`config.mk`:
```
export PLATFORM = sky130hd
export DESIGN_NAME = bit2byte_strb_skid
export DESIGN_NICKNAME = d
export VERILOG_FILES = /design/src/rtl/bit2byte_strb_skid.sv
export SDC_FILE = /design/constraint.sdc
export NUM_CORES = 1
export LEC_CHECK = 0
export ABC_AREA = 1
export BUFFER_PORTS_ARGS = -buffer_cell sky130_fd_sc_hd__buf_2
export CORE_ASPECT_RATIO = 0.8
export CORE_UTILIZATION = 57
export DETAILED_ROUTE_END_ITERATION = 6
export PLACE_DENSITY_LB_ADDON = 0.1
export SLEW_MARGIN = 20
export SYNTH_ARGS = -nofsm -noshare
export SYNTH_HDL_FRONTEND = slang
export SYNTH_SLANG_ARGS = --single-unit
```
`constraint.sdc`:
```
create_clock -name ACLK -period 2.3 [get_ports ACLK]
set_input_delay 0.46 -clock ACLK [delete_from_list [all_inputs] [get_ports ACLK]]
set_output_delay 0.46 -clock ACLK [all_outputs]
set_load 0.05 [all_outputs]
```
`src/rtl/bit2byte_strb_skid.sv`:
```
// bit2byte_strb_skid: converts a per-bit write mask into AXI byte strobes,
// zeroes unmasked data bits, flags partially masked bytes and counts them.
// A two-entry skid buffer (output reg + skid reg) keeps in_ready registered
// while sustaining one beat per clock under arbitrary backpressure.
//
// Ports:
//   ACLK, sysReset (async, active-low)
//   in_valid/in_ready, in_data, in_mask, in_last    : upstream beat
//   out_valid/out_ready, out_data, out_strb,
//   out_last, out_partial                           : downstream beat
//   partial_cnt, clr_cnt                            : saturating partial count
module bit2byte_strb_skid #(
    parameter int DATA_WIDTH  = 32,
    parameter int STRB_POLICY = 0,
    parameter int CNT_WIDTH   = 16
) (
    input  logic                    ACLK,
    input  logic                    sysReset,
    input  logic                    in_valid,
    output logic                    in_ready,
    input  logic [DATA_WIDTH-1:0]   in_data,
    input  logic [DATA_WIDTH-1:0]   in_mask,
    input  logic                    in_last,
    output logic                    out_valid,
    input  logic                    out_ready,
    output logic [DATA_WIDTH-1:0]   out_data,
    output logic [DATA_WIDTH/8-1:0] out_strb,
    output logic                    out_last,
    output logic                    out_partial,
    output logic [CNT_WIDTH-1:0]    partial_cnt,
    input  logic                    clr_cnt
);

    localparam int NB    = DATA_WIDTH / 8;
    localparam int ENT_W = DATA_WIDTH + NB + 2;
    localparam logic [CNT_WIDTH-1:0] CNT_MAX = '1;

    typedef enum logic [1:0] {
        EMPTY = 2'd0,
        ONE   = 2'd1,
        FULL  = 2'd2
    } state_t;

    state_t               state_q, state_d;
    logic [ENT_W-1:0]     or_q, or_d;
    logic [ENT_W-1:0]     sr_q, sr_d;
    logic                 in_ready_q, in_ready_d;
    logic                 out_valid_q, out_valid_d;
    logic [CNT_WIDTH-1:0] cnt_q, cnt_d;

    logic [NB-1:0]        strb_c;
    logic                 part_c;
    logic [ENT_W-1:0]     in_ent;
    logic                 accept;

    // Byte-wise reduction of the bit mask.
    always_comb begin
        strb_c = '0;
        part_c = 1'b0;
        for (int k = 0; k < NB; k++) begin
            if (STRB_POLICY == 0) begin
                strb_c[k] = |in_mask[8*k +: 8];
            end else begin
                strb_c[k] = &in_mask[8*k +: 8];
            end
            part_c = part_c | ((|in_mask[8*k +: 8]) & ~(&in_mask[8*k +: 8]));
        end
    end

    // Entry layout: {partial, last, strb, data}
    assign in_ent = {part_c, in_last, strb_c, in_data & in_mask};
    assign accept = in_valid & in_ready_q;

    always_comb begin
        state_d = state_q;
        or_d    = or_q;
        sr_d    = sr_q;
        unique case (state_q)
            EMPTY: begin
                if (accept) begin
                    or_d    = in_ent;
                    state_d = ONE;
                end
            end
            ONE: begin
                if (accept && out_ready) begin
                    or_d = in_ent;
                end else if (accept) begin
                    sr_d    = in_ent;
                    state_d = FULL;
                end else if (out_ready) begin
                    state_d = EMPTY;
                end
            end
            FULL: begin
                if (out_ready) begin
                    or_d    = sr_q;
                    state_d = ONE;
                end
            end
            default: state_d = EMPTY;
        endcase
        // Handshake flags are registered copies of the next occupancy.
        in_ready_d  = (state_d != FULL);
        out_valid_d = (state_d != EMPTY);
    end

    // Clear wins over increment; increment stops at all-ones.
    always_comb begin
        cnt_d = cnt_q;
        if (clr_cnt) begin
            cnt_d = '0;
        end else if (accept && part_c && (cnt_q != CNT_MAX)) begin
            cnt_d = cnt_q + 1'b1;
        end
    end

    always_ff @(posedge ACLK or negedge sysReset) begin
        if (!sysReset) begin
            state_q     <= EMPTY;
            or_q        <= '0;
            sr_q        <= '0;
            in_ready_q  <= 1'b1;
            out_valid_q <= 1'b0;
            cnt_q       <= '0;
        end else begin
            state_q     <= state_d;
            or_q        <= or_d;
            sr_q        <= sr_d;
            in_ready_q  <= in_ready_d;
            out_valid_q <= out_valid_d;
            cnt_q       <= cnt_d;
        end
    end

    assign in_ready    = in_ready_q;
    assign out_valid   = out_valid_q;
    assign out_data    = or_q[DATA_WIDTH-1:0];
    assign out_strb    = or_q[DATA_WIDTH +: NB];
    assign out_last    = or_q[DATA_WIDTH+NB];
    assign out_partial = or_q[DATA_WIDTH+NB+1];
    assign partial_cnt = cnt_q;

endmodule

```
==> impl_metrics.tcl <==
set metrics [dict create \
    synth_nets 676 \
    floorplan.die.height_um 84.61 \
    hold_viol_final 0 \
    synthAdderAreaFrac_pct 0.2573 \
    total_via_count_in_the_routed_design 4451 \
    p_total_w 0.006913 \
    post_cts_resize_count 0 \
    clock.fmax_mhz 554.1 \
    dp_hpwl_um 7709 \
    cellLeakagePower_nw 2.932 \
    setup.worst_path.start_class "flip-flop" \
    drt_total_wl_um 10920 \
    num_rows 29 \
    drt_iter0_markers 217 \
    worst_r2r_startpoint "in_ready" \
    power_frac_comb_pct 44.4 \
    reg2reg_to "or_q[17]" \
    post-cts-setup-buffer-count 0 \
    antenna-diode-count 0 \
    nFillCells 649 \
    synth_compound_area_share_pct 12.89 \
    p_clk_share_pct 18.0 \
    report.final.setup_viol 0 \
    first_global_vias 4061 \
    max_h_tree_level 3 \
    criticalPathCategory "reg -> reg" \
    clock_latency_on_the_worst_skew_pair_ns 0.36 \
    syn-mean-instance-area_um2 8.037 \
    area_growth_pct 19.45 \
    clock_tree.root_cell "sky130_fd_sc_hd__clkbuf_8" \
    largest_family_of_logic_cells_by_synthesized_area "simple AND/OR/NAND/NOR gates" \
    yosysWarningCount 0 \
    synthSimpleGateAreaFrac_pct 30.39 \
    worst-r2r-cell-count 9 \
    timing.max_cap.violations 0 \
    grt.overflow.total 0 \
    worstPathArrival_ns 2.09 \
    grt_setup_unrepaired "no" \
    hold_path.class "in -> async" \
    internal_power_w 0.003738 \
    pwr_density_cell_nw_per_um2 1190 \
    crit_chain "nand2_2, nor2_1, inv_1, nand2_2, nand2_4, inv_2, buf_12, nor2_1, a31oi_2" \
    timing.hold.ws_ns 0.1281 \
    outcome "complete, no violations" \
    tritoncts.num_buffers 9 \
    worst_case_vdd_ir_drop_mv 0.6967 \
    clock_transition_at_the_registers_of_the_reported_paths_ns 0.09 \
    final.setup.tns_ns 0 \
    grt_util_met3_pct 5.047 \
    r2r_slack_ns 0.50 \
    final.period_utilization_pct 78.47 \
    die_x_um 105.3 \
    initial_antenna_violation_count 0 \
    dp_worst_setup_slack_ns 0.3190 \
    final.min_clock_period_ns 1.805 \
    max_slew_margin_pct 65.38 \
    final_max_slew_viol_count 0 \
    p_sw_share_pct 45.92 \
    drt_pre_antenna_iters 5 \
    ys_seq_area_share_pct 49.43 \
    num_clock_sinks 96 \
    synth.area.mux_share_pct 0 \
    buf_inv_stages_crit_path 3 \
    synth_top_cell_area_share_pct 48.89 \
    worstPathRequired_ns 2.58 \
    syn-cell-area_um2 4862 \
    post_synth_num_cell_types 31 \
    finish.net_count 794 \
    slowest_delay_ns 0.54 \
    layout-drive-gt1-share_pct 25.41 \
    groute.layer.met1.usage_pct 35.16 \
    timing_worst_slew_pin_value_ns 0.5193 \
    cts_hold_repair.buffers 0 \
    busiest_grt_layer "met2" \
    post-synth-top-area-cell "sky130_fd_sc_hd__dfrtp_1" \
    grt_start_max_net_pins 97 \
    gp_congestion 0.9198 \
    multi_input_gate_area_in_the_final_layout_um2 2187 \
    pin_count 126 \
    synthTopCellsByArea "sky130_fd_sc_hd__dfrtp_1, sky130_fd_sc_hd__nand2_1, sky130_fd_sc_hd__nor2_1" \
    critical_path.max_fanout 31 \
    p_sw_w 0.003174 \
    fp.dieArea_um2 8906 \
    first_pass_grt_wire_length_um 18410 \
    cts_buffer_depth 2 \
    seq_cell_area_um2 2404 \
    vias_per_cell 5.324 \
    post-route-worst-setup-slack_ns 0.4952 \
    core_area_um2 8092 \
    skew_ns 0.006640 \
    critical-path-slowest-cell "sky130_fd_sc_hd__dfstp_2" \
    post-route-util_pct 71.78 \
    global_route_met2_utilization_pct 42.11 \
    drc_violations_left 0 \
    postSynthRegisterBits 96 \
    cp-end-kind "flip-flop" \
    initial_utilization_pct 60.09 \
    p_seq_share_pct 37.6 \
    grt_util_all_layers_pct 25.86 \
    postSynthCellCount 605 \
    tritoncts "done" \
    path_delay_family "buffers and inverters" \
    drt-wirelength-per-cell_um 13.06 \
    cp-startpoint "in_ready" \
    ant_nets 0 \
    port_buffers 125 \
    synthXorXnorAreaFrac_pct 1.441 \
]
cells by family after synthesis:
| logic type | Yosys count |
|---|---|
| AO/OA/AOI/OAI | 102 |
| XOR/XNOR | 8 |
| adder cells (fa/ha/maj) | 1 |
| buffers and inverters | 56 |
| flip-flops | 96 |
| AND/OR/NAND/NOR | 342 |
registers in the layout (all words and copies together) (netlist names):
name         flops
or_q            38
out_valid        1
sr_q            38
in_ready         1
state_q          2
partial_cnt     16
power groups by stage:
stage	combinational, W	clock [W]	sequential, W
floorplan	0.00116	0	0.00380
global placement	0.00303	0	0.00261
detailed placement	0.00309	0	0.00263
CTS	0.00309	0.00127	0.00260
global route	0.00333	0.00133	0.00267
finish	0.00307	0.00124	0.00260
layer usage:
metal  wire, um  share of wire [%]
met4        178                1.6
met2       5116                 47
met5          0                  0
met3        593                5.4
met1       5030                 46
per-stage QoR:
stage / std cells / area [um2]
after floorplan: 605 / 4862
after detailed placement: 820 / 5580
final: 836 / 5808
after global placement: 820 / 5580
after CTS: 836 / 5808
after global routing: 836 / 5808
synthesized netlist by cell type, drive strengths merged:
library cell	number
nand2	198
dfrtp	95
nor2	78
o21ai	67
nand3	44
inv	29
a31oi	23
nand4	21
buf	20
a21oi	10
clkbuf	7
xor2	7
dfstp	1
ha	1
nor3	1
o21bai	1
o221ai	1
xnor2	1
area by class of cell:
class	count	share of cell area, %
clock inverter	5	1.486
timing repair buffer	134	12.84
sequential	96	41.38
tap	108	2.327
inverter	29	1.874
multi-input combinational	453	37.66
clock buffer	11	2.434
worst max-delay path by stage:
stage / end / slack (ns) / depth (start not counted)
after floorplan: partial_cnt[2] / 0.43 / 9
after global placement: partial_cnt[6] / 0.39 / 10
after detailed placement: partial_cnt[8] / 0.32 / 10
after CTS: or_q[17] / 0.47 / 9
after global routing: or_q[8] / 0.37 / 9
final: or_q[17] / 0.50 / 9
cell usage in the layout, fill, tap and decap left out, types with 13 or more instances in the layout:
cell type	n
sky130_fd_sc_hd__a31oi_1	13
sky130_fd_sc_hd__buf_2	124
sky130_fd_sc_hd__dfrtp_1	95
sky130_fd_sc_hd__inv_1	22
sky130_fd_sc_hd__nand2_1	193
sky130_fd_sc_hd__nand3_1	42
sky130_fd_sc_hd__nand4_1	21
sky130_fd_sc_hd__nor2_1	72
sky130_fd_sc_hd__o21ai_0	38
sky130_fd_sc_hd__o21ai_1	24
Power figures use the tool's default switching activity.
